`src/rtl/cpu_clock_ctrl_if.sv`:
```
// Signal bundle between the board top and the cpu clock sequencer.
// The master side is the sequencer (takes buttons, drives the cpu clock);
// the slave side is the board/debug logic.
// Optional macro CLKCTRL_BREAKPOINT_EN adds the breakpoint compare inputs.
interface cpu_clock_ctrl_if #(
   parameter int unsigned DIV_WIDTH = 25,
   parameter int unsigned CNT_WIDTH = 16
);
   logic                 btn_step;
   logic                 btn_run;
   logic [DIV_WIDTH-1:0] div_sel;
   logic                 halt_req;
`ifdef CLKCTRL_BREAKPOINT_EN
   logic [15:0]          pc_in;
   logic [15:0]          bp_addr;
   logic                 bp_valid;
`endif
   logic                 cpu_clk;
   logic                 cpu_tick;
   logic                 running;
   logic [CNT_WIDTH-1:0] cycle_count;

   modport master (
      input  btn_step,
      input  btn_run,
      input  div_sel,
      input  halt_req,
`ifdef CLKCTRL_BREAKPOINT_EN
      input  pc_in,
      input  bp_addr,
      input  bp_valid,
`endif
      output cpu_clk,
      output cpu_tick,
      output running,
      output cycle_count
   );

   modport slave (
      output btn_step,
      output btn_run,
      output div_sel,
      output halt_req,
`ifdef CLKCTRL_BREAKPOINT_EN
      output pc_in,
      output bp_addr,
      output bp_valid,
`endif
      input  cpu_clk,
      input  cpu_tick,
      input  running,
      input  cycle_count
   );
endinterface

```
`src/rtl/cpu_clock_ctrl.sv`:
```
// cpu clock sequencer: debounces the step and run buttons and generates the
// cpu clock, either one manual pulse per step press or free-running with a
// programmable half-period. Counts cpu clock rising edges for display.
// Optional macro CLKCTRL_BREAKPOINT_EN enables a pc breakpoint that halts RUN
// at the end of a low phase when pc_in matches bp_addr.
module cpu_clock_ctrl #(
   parameter int unsigned DEBOUNCE_CYCLES = 250000,
   parameter int unsigned DIV_WIDTH       = 25,
   parameter int unsigned CNT_WIDTH       = 16
) (
   input logic              clk,
   input logic              reset,
   cpu_clock_ctrl_if.master bus
);

   localparam int unsigned DbW = (DEBOUNCE_CYCLES > 1) ? $clog2(DEBOUNCE_CYCLES) : 1;
   localparam logic [DbW-1:0] DbLast = DbW'(DEBOUNCE_CYCLES - 1);

   typedef enum logic [2:0] {
      StHalt,
      StStepHi,
      StStepLo,
      StRunLo,
      StRunHi,
      StStopHi
   } state_e;

   // Index 0 is the step button, index 1 the run button.
   logic [1:0]     btn_raw;
   logic [1:0]     sync_a;
   logic [1:0]     sync_b;
   logic [1:0]     db_level;
   logic [1:0]     press;
   logic [DbW-1:0] db_cnt [2];

   state_e               state_q;
   logic [DIV_WIDTH-1:0] phase_cnt_q;
   logic [DIV_WIDTH-1:0] phase_load;
   logic                 stop_pend_q;
   logic                 cpu_clk_q;
   logic                 cpu_tick_q;
   logic                 running_q;
   logic [CNT_WIDTH-1:0] cycle_cnt_q;

   logic step_press;
   logic run_press;
   logic stop_now;
   logic phase_end;
   logic bp_hit;

   assign btn_raw    = {bus.btn_run, bus.btn_step};
   assign step_press = press[0];
   assign run_press  = press[1];
   assign stop_now   = run_press | bus.halt_req;
   assign phase_end  = (phase_cnt_q == '0);
   // Phase counter counts down from H-1, with H = max(div_sel, 1).
   assign phase_load = (bus.div_sel == '0) ? '0 : bus.div_sel - DIV_WIDTH'(1);

   // Synchronize each button, accept a new level only after it has been stable
   // for DEBOUNCE_CYCLES cycles, and pulse on an accepted 0->1 transition.
   always_ff @(posedge clk) begin
      if (reset) begin
         sync_a    <= '0;
         sync_b    <= '0;
         db_level  <= '0;
         press     <= '0;
         db_cnt[0] <= '0;
         db_cnt[1] <= '0;
      end else begin
         sync_a <= btn_raw;
         sync_b <= sync_a;
         for (int i = 0; i < 2; i++) begin
            press[i] <= 1'b0;
            if (sync_b[i] == db_level[i]) begin
               db_cnt[i] <= '0;
            end else if (db_cnt[i] == DbLast) begin
               db_cnt[i]   <= '0;
               db_level[i] <= sync_b[i];
               press[i]    <= sync_b[i];
            end else begin
               db_cnt[i] <= db_cnt[i] + DbW'(1);
            end
         end
      end
   end

`ifdef CLKCTRL_BREAKPOINT_EN
   logic bp_armed_q;

   assign bp_hit = bp_armed_q & bus.bp_valid & (bus.pc_in == bus.bp_addr);

   // Disarm on HALT so a run started at the breakpoint retires one cycle first.
   always_ff @(posedge clk) begin
      if (reset) begin
         bp_armed_q <= 1'b0;
      end else if (state_q == StHalt) begin
         bp_armed_q <= 1'b0;
      end else if (state_q == StRunHi) begin
         bp_armed_q <= 1'b1;
      end
   end
`else
   assign bp_hit = 1'b0;
`endif

   // Clock sequencer FSM; all outputs are registered here.
   always_ff @(posedge clk) begin
      if (reset) begin
         state_q     <= StHalt;
         phase_cnt_q <= '0;
         stop_pend_q <= 1'b0;
         cpu_clk_q   <= 1'b0;
         cpu_tick_q  <= 1'b0;
         running_q   <= 1'b0;
         cycle_cnt_q <= '0;
      end else begin
         cpu_tick_q <= 1'b0;
         unique case (state_q)
            StHalt: begin
               stop_pend_q <= 1'b0;
               // Run wins a simultaneous press unless the cpu is requesting halt.
               if (run_press && !bus.halt_req) begin
                  state_q     <= StRunLo;
                  phase_cnt_q <= phase_load;
                  running_q   <= 1'b1;
               end else if (step_press) begin
                  state_q     <= StStepHi;
                  phase_cnt_q <= phase_load;
                  cpu_clk_q   <= 1'b1;
                  cpu_tick_q  <= 1'b1;
                  cycle_cnt_q <= cycle_cnt_q + CNT_WIDTH'(1);
               end
            end
            StStepHi: begin
               if (phase_end) begin
                  state_q     <= StStepLo;
                  phase_cnt_q <= phase_load;
                  cpu_clk_q   <= 1'b0;
               end else begin
                  phase_cnt_q <= phase_cnt_q - DIV_WIDTH'(1);
               end
            end
            StStepLo: begin
               if (phase_end) begin
                  state_q <= StHalt;
               end else begin
                  phase_cnt_q <= phase_cnt_q - DIV_WIDTH'(1);
               end
            end
            StRunLo: begin
               if (phase_end) begin
                  if (stop_pend_q || stop_now || bp_hit) begin
                     state_q     <= StHalt;
                     running_q   <= 1'b0;
                     stop_pend_q <= 1'b0;
                  end else begin
                     state_q     <= StRunHi;
                     phase_cnt_q <= phase_load;
                     cpu_clk_q   <= 1'b1;
                     cpu_tick_q  <= 1'b1;
                     cycle_cnt_q <= cycle_cnt_q + CNT_WIDTH'(1);
                  end
               end else begin
                  phase_cnt_q <= phase_cnt_q - DIV_WIDTH'(1);
                  stop_pend_q <= stop_pend_q | stop_now;
               end
            end
            StRunHi: begin
               if (phase_end) begin
                  cpu_clk_q <= 1'b0;
                  if (stop_now) begin
                     state_q   <= StHalt;
                     running_q <= 1'b0;
                  end else begin
                     state_q     <= StRunLo;
                     phase_cnt_q <= phase_load;
                  end
               end else begin
                  phase_cnt_q <= phase_cnt_q - DIV_WIDTH'(1);
                  // The high phase is never truncated; finish it out of RUN.
                  if (stop_now) begin
                     state_q   <= StStopHi;
                     running_q <= 1'b0;
                  end
               end
            end
            StStopHi: begin
               if (phase_end) begin
                  state_q   <= StHalt;
                  cpu_clk_q <= 1'b0;
               end else begin
                  phase_cnt_q <= phase_cnt_q - DIV_WIDTH'(1);
               end
            end
            default: begin
               state_q   <= StHalt;
               cpu_clk_q <= 1'b0;
               running_q <= 1'b0;
            end
         endcase
      end
   end

   assign bus.cpu_clk     = cpu_clk_q;
   assign bus.cpu_tick    = cpu_tick_q;
   assign bus.running     = running_q;
   assign bus.cycle_count = cycle_cnt_q;

endmodule
```
`src/flat_wrapper.sv`:
```
// flat-port wrapper written by rule: the top's interface ports become plain ports
module cpu_clock_ctrl_flat 
#(
   parameter int unsigned DEBOUNCE_CYCLES = 250000,
   parameter int unsigned DIV_WIDTH       = 25,
   parameter int unsigned CNT_WIDTH       = 16
)
  (clk, reset, bus_btn_step, bus_btn_run, bus_div_sel, bus_halt_req, bus_cpu_clk, bus_cpu_tick, bus_running, bus_cycle_count);
  cpu_clock_ctrl_if #(.DIV_WIDTH(DIV_WIDTH), .CNT_WIDTH(CNT_WIDTH)) bus_i ();
  input logic clk;
  input logic reset;
  input wire logic [$bits(bus_i.btn_step)-1:0] bus_btn_step;
  input wire logic [$bits(bus_i.btn_run)-1:0] bus_btn_run;
  input wire logic [$bits(bus_i.div_sel)-1:0] bus_div_sel;
  input wire logic [$bits(bus_i.halt_req)-1:0] bus_halt_req;
  output wire logic [$bits(bus_i.cpu_clk)-1:0] bus_cpu_clk;
  output wire logic [$bits(bus_i.cpu_tick)-1:0] bus_cpu_tick;
  output wire logic [$bits(bus_i.running)-1:0] bus_running;
  output wire logic [$bits(bus_i.cycle_count)-1:0] bus_cycle_count;
  assign bus_i.btn_step = bus_btn_step;
  assign bus_i.btn_run = bus_btn_run;
  assign bus_i.div_sel = bus_div_sel;
  assign bus_i.halt_req = bus_halt_req;
  assign bus_cpu_clk = bus_i.cpu_clk;
  assign bus_cpu_tick = bus_i.cpu_tick;
  assign bus_running = bus_i.running;
  assign bus_cycle_count = bus_i.cycle_count;
  cpu_clock_ctrl #(.DEBOUNCE_CYCLES(DEBOUNCE_CYCLES), .DIV_WIDTH(DIV_WIDTH), .CNT_WIDTH(CNT_WIDTH)) u_core (.clk(clk), .reset(reset), .bus(bus_i));
endmodule
```
`config.mk`:
```
export PLATFORM = sky130hd
export DESIGN_NAME = cpu_clock_ctrl_flat
export DESIGN_NICKNAME = d
export VERILOG_FILES = /design/src/rtl/cpu_clock_ctrl_if.sv /design/src/rtl/cpu_clock_ctrl.sv /design/src/flat_wrapper.sv
export SDC_FILE = /design/constraint.sdc
export NUM_CORES = 1
export LEC_CHECK = 0
export ABC_AREA = 1
export CAP_MARGIN = 15
export CORE_UTILIZATION = 63
export CTS_CLUSTER_DIAMETER = 50
export DETAILED_ROUTE_END_ITERATION = 7
export HOLD_SLACK_MARGIN = 0.02
export PLACE_DENSITY = 0.9
export SYNTH_ARGS = -nofsm -noshare
export SYNTH_HDL_FRONTEND = slang
export SYNTH_SLANG_ARGS = --single-unit
```
`constraint.sdc`:
```
create_clock -name clk -period 3.75 [get_ports clk]
set_input_delay 0.9375 -clock clk [delete_from_list [all_inputs] [get_ports clk]]
set_output_delay 0.9375 -clock clk [all_outputs]
set_load 0.05 [all_outputs]
```
==> impl_results.md <==
- Flop2flop setup slack: 1.41 ns
- Hold slack: 0.418 ns
- Pwr dens: 482 nW/um2
- H-Tree Depth: 3
- Peak VDD IR: 0.295 mV
- Most used cell along the critical path: nor2_1
- Vias: 5954
- Number of synthesis warnings: 0
- Ys flop type: dfxtp_1
- Final Hold Vio Count: 0
- RSZ-0062 raised after global routing: no
- GRT Util Overall: 0.287
- Die ar.: 10000 um2
- Max-Cap Viols: 0
- Initial core utilization: 0.652
- Post-CTS Setup Bufs: 0
- Post-DR wirelength/cell: 12.1 um
- EDFF count, synth: 36
- Sw Pwr: 1.42 mW
- Crit path time final: 2.78 ns
- Status: finished clean
- Comb pwr share: 0.442
- Ports: 49
- Clk pwr share: 0.198
- Yosys cell types: 40
- CTS sink cnt: 92
- Syn_area_per_cell: 6.64 um2
- Buffers on Ports: 48
- Count leader, synth: nand2_1
- Critical path buffer and inverter count: 3
- Sequential share of power: 0.361
- Ratio of cells with drive above 1 in the final layout: 0.0482
- Final setup viols: 0
- Register area: 2200 um2
- Drt first pass iters: 6
- Initial antenna violation count: 0
- Worst Tran Pin Value: 0.701 ns
- Max clock buf depth: 2
- CP Launch Type: input port
- CTS tree: built
- Final Max Slew Viols: 0
- Drt drc: 0
- Post-Syn Area: 6050 um2
- Vias in the first global route: 5291
- Setup TNS: 0 ns
- First-pass GRT wire length: 23400 um
- Synth Register Bits: 92
- Worst-path clk slew: 0.10 ns
- Syn Inst Count: 911
- Skew final: 0.0107 ns
- Post-synth ARST share: 0
- CTS Buf Count: 9
- Crit path cell chain: clkdlybuf4s50_1 -> inv_1 -> ha_1 -> nand2_1 -> nor2_1 -> nand4_1 -> buf_4 -> nand3_1 -> nor2_1 -> nor2_1 -> nor2_1
- Final WL: 13700 um
- Post-synthesis sequential area ratio: 0.364
- Synth top area share: 0.185
- Crit end category: flop
- Largest area contributor in the netlist: dfxtp_1
- Critical path's top delay family: simple AND/OR/NAND/NOR gates
- Final HPWL DP: 10200 um
- Int Pwr: 1.93 mW
- CP peak stage delay: 0.44 ns
- Synth top cells by count: nand2_1 (193), nor2_1 (165), inv_1 (115), nand3_1 (97), a21oi_1 (63)
- Hold Buf Count CTS: 0
- Fmax achieved: 360 MHz
- Fin nets: 1026
- Fillers: 790
- HP Class: reg2reg
- CP Max Fanout: 11
- Cell Rows: 35
- First-iteration detailed-routing DRC count: 415
- Die X: 100 um
- Period utilization: 0.741
- Worst Path Required: 3.99 ns
- Chip height: 100 um
- Clock Latency Late Sink: 0.36 ns
- Footprint of the multi-input gates: 3430 um2
- Routed vias/inst: 5.29
- Gr ovfl total: 0
- Resized cells post-CTS: 0
- Core box area: 9280 um2
- Sw Ratio: 0.424
- Largest cells by area after synthesis: dfxtp_1 (19%), edfxtp_1 (18%), nand2_1 (12%), nor2_1 (10%), nand3_1 (8.0%)
- CTS root buf: clkbuf_8
- Leakage: 2.96 nW
- Rel. slew slack: 0.531
- Largest net degree at the start of global routing: 34
- Slowest CP cell: clkdlybuf4s50_1
- GPL Wtd Cong: 0.958
- Area Growth Syn to Fin: 14.8%
- CP Class: in2reg
- ANT cells: 0
- Final ANT Viol Nets: 0
- Worst EP arrival: 3.02 ns
## through the flow
stage / instances / instance area (um2) / setup slack [ns] / total power [mW] / util
2_1_floorplan: 946 / 6180 / 1.46 / 2.39 / -
3_3_place_gp: 1109 / 6760 / 0.714 / 2.64 / 0.728
5_1_grt: 1125 / 6950 / 0.760 / 3.60 / 0.748
3_5_place_dp: 1109 / 6760 / 0.645 / 2.67 / 0.728
4_1_cts: 1125 / 6950 / 1.00 / 3.34 / 0.748
6_report: 1125 / 6950 / 0.972 / 3.35 / 0.748
## per-layer routing
metal,vias up,track usage,wire [um]
li1,3079,-,-
met1,2660,0.380,6280
met2,191,0.485,6490
met3,24,0.0425,643
met4,0,0.0948,242
met5,-,0,0
## layout by cell type (no fill, tap or decap), drive strengths merged, types with 5 or more instances in the layout
cell type	netlist	routed
o21ai	39	39
nand4	22	22
clkbuf	6	11
or2	6	6
nand2	200	200
xnor2	9	9
nor3b	5	5
edfxtp	36	36
xor2	26	26
nor3	18	18
nor4	7	7
a21oi	64	64
nand3	99	99
conb	1	36
clkdlybuf4s50	0	48
ha	5	5
nor2	175	175
dfxtp	56	56
inv	118	119
## sequential cells by signal (all words and copies together), names as in the netlist
| register | cells |
|---|---|
| u_core.db_cnt | 36 |
| u_core.phase_cnt_q | 25 |
| u_core.bus.cycle_count | 16 |
| u_core.state_q | 3 |
| u_core.db_level | 2 |
| u_core.press | 2 |
| u_core.sync_a | 2 |
| u_core.sync_b | 2 |
| u_core.bus.cpu_clk | 1 |
| u_core.bus.cpu_tick | 1 |
| u_core.bus.running | 1 |
| u_core.stop_pend_q | 1 |
## final timing paths
kind,to,cells after the start,startpoint
worst max-delay path,u_core.phase_cnt_q[4],11,bus_div_sel[0]
worst min-delay path,u_core.sync_b[1],2,u_core.sync_a[1]
worst max register to register,u_core.phase_cnt_q[8],12,u_core.phase_cnt_q[0]
worst min register to register,u_core.sync_b[1],2,u_core.sync_a[1]
## power by group through the flow
| stage | clock, mW | sequential, mW | combinational [mW] |
|---|---|---|---|
| 2_1_floorplan | 0 | 1.21 | 1.18 |
| 3_3_place_gp | 0 | 1.22 | 1.42 |
| 3_5_place_dp | 0 | 1.23 | 1.45 |
| 4_1_cts | 0.680 | 1.20 | 1.46 |
| 5_1_grt | 0.715 | 1.22 | 1.67 |
| 6_report | 0.663 | 1.21 | 1.48 |
## final cells by class
class                      instances  share of cell area
inverter                         119              0.0643
tap                              129              0.0232
clock inverter                     5             0.00865
clock buffer                      11              0.0189
timing repair buffer              52              0.0735
multi-input combinational        717               0.494
sequential                        92               0.317
## cells by family (layout without fill, tap and decap cells)
| group | after synthesis | after routing | synth area share |
|---|---|---|---|
| flip-flops | 92 | 92 | 0.364 |
| adder cells (fa/ha/maj) | 5 | 5 | 0.0103 |
| AND/OR/NAND/NOR | 535 | 535 | 0.394 |
| other | 1 | 36 | 0.000619 |
| XOR/XNOR | 35 | 35 | 0.0506 |
| AO/OA/AOI/OAI | 106 | 106 | 0.0899 |
| buffers and inverters | 137 | 187 | 0.0905 |
## worst reg2reg max path, delay by kind of cell, from the launching register on
| kind | cells | cell delay [ns] |
|---|---|---|
| fa+ha+maj | 1 | 0.27 |
| compound gates | 1 | 0.17 |
| simple gates | 8 | 1.38 |
| buf+inv | 2 | 0.15 |
| flops | 1 | 0.31 |
Power figures use the tool's default switching activity.
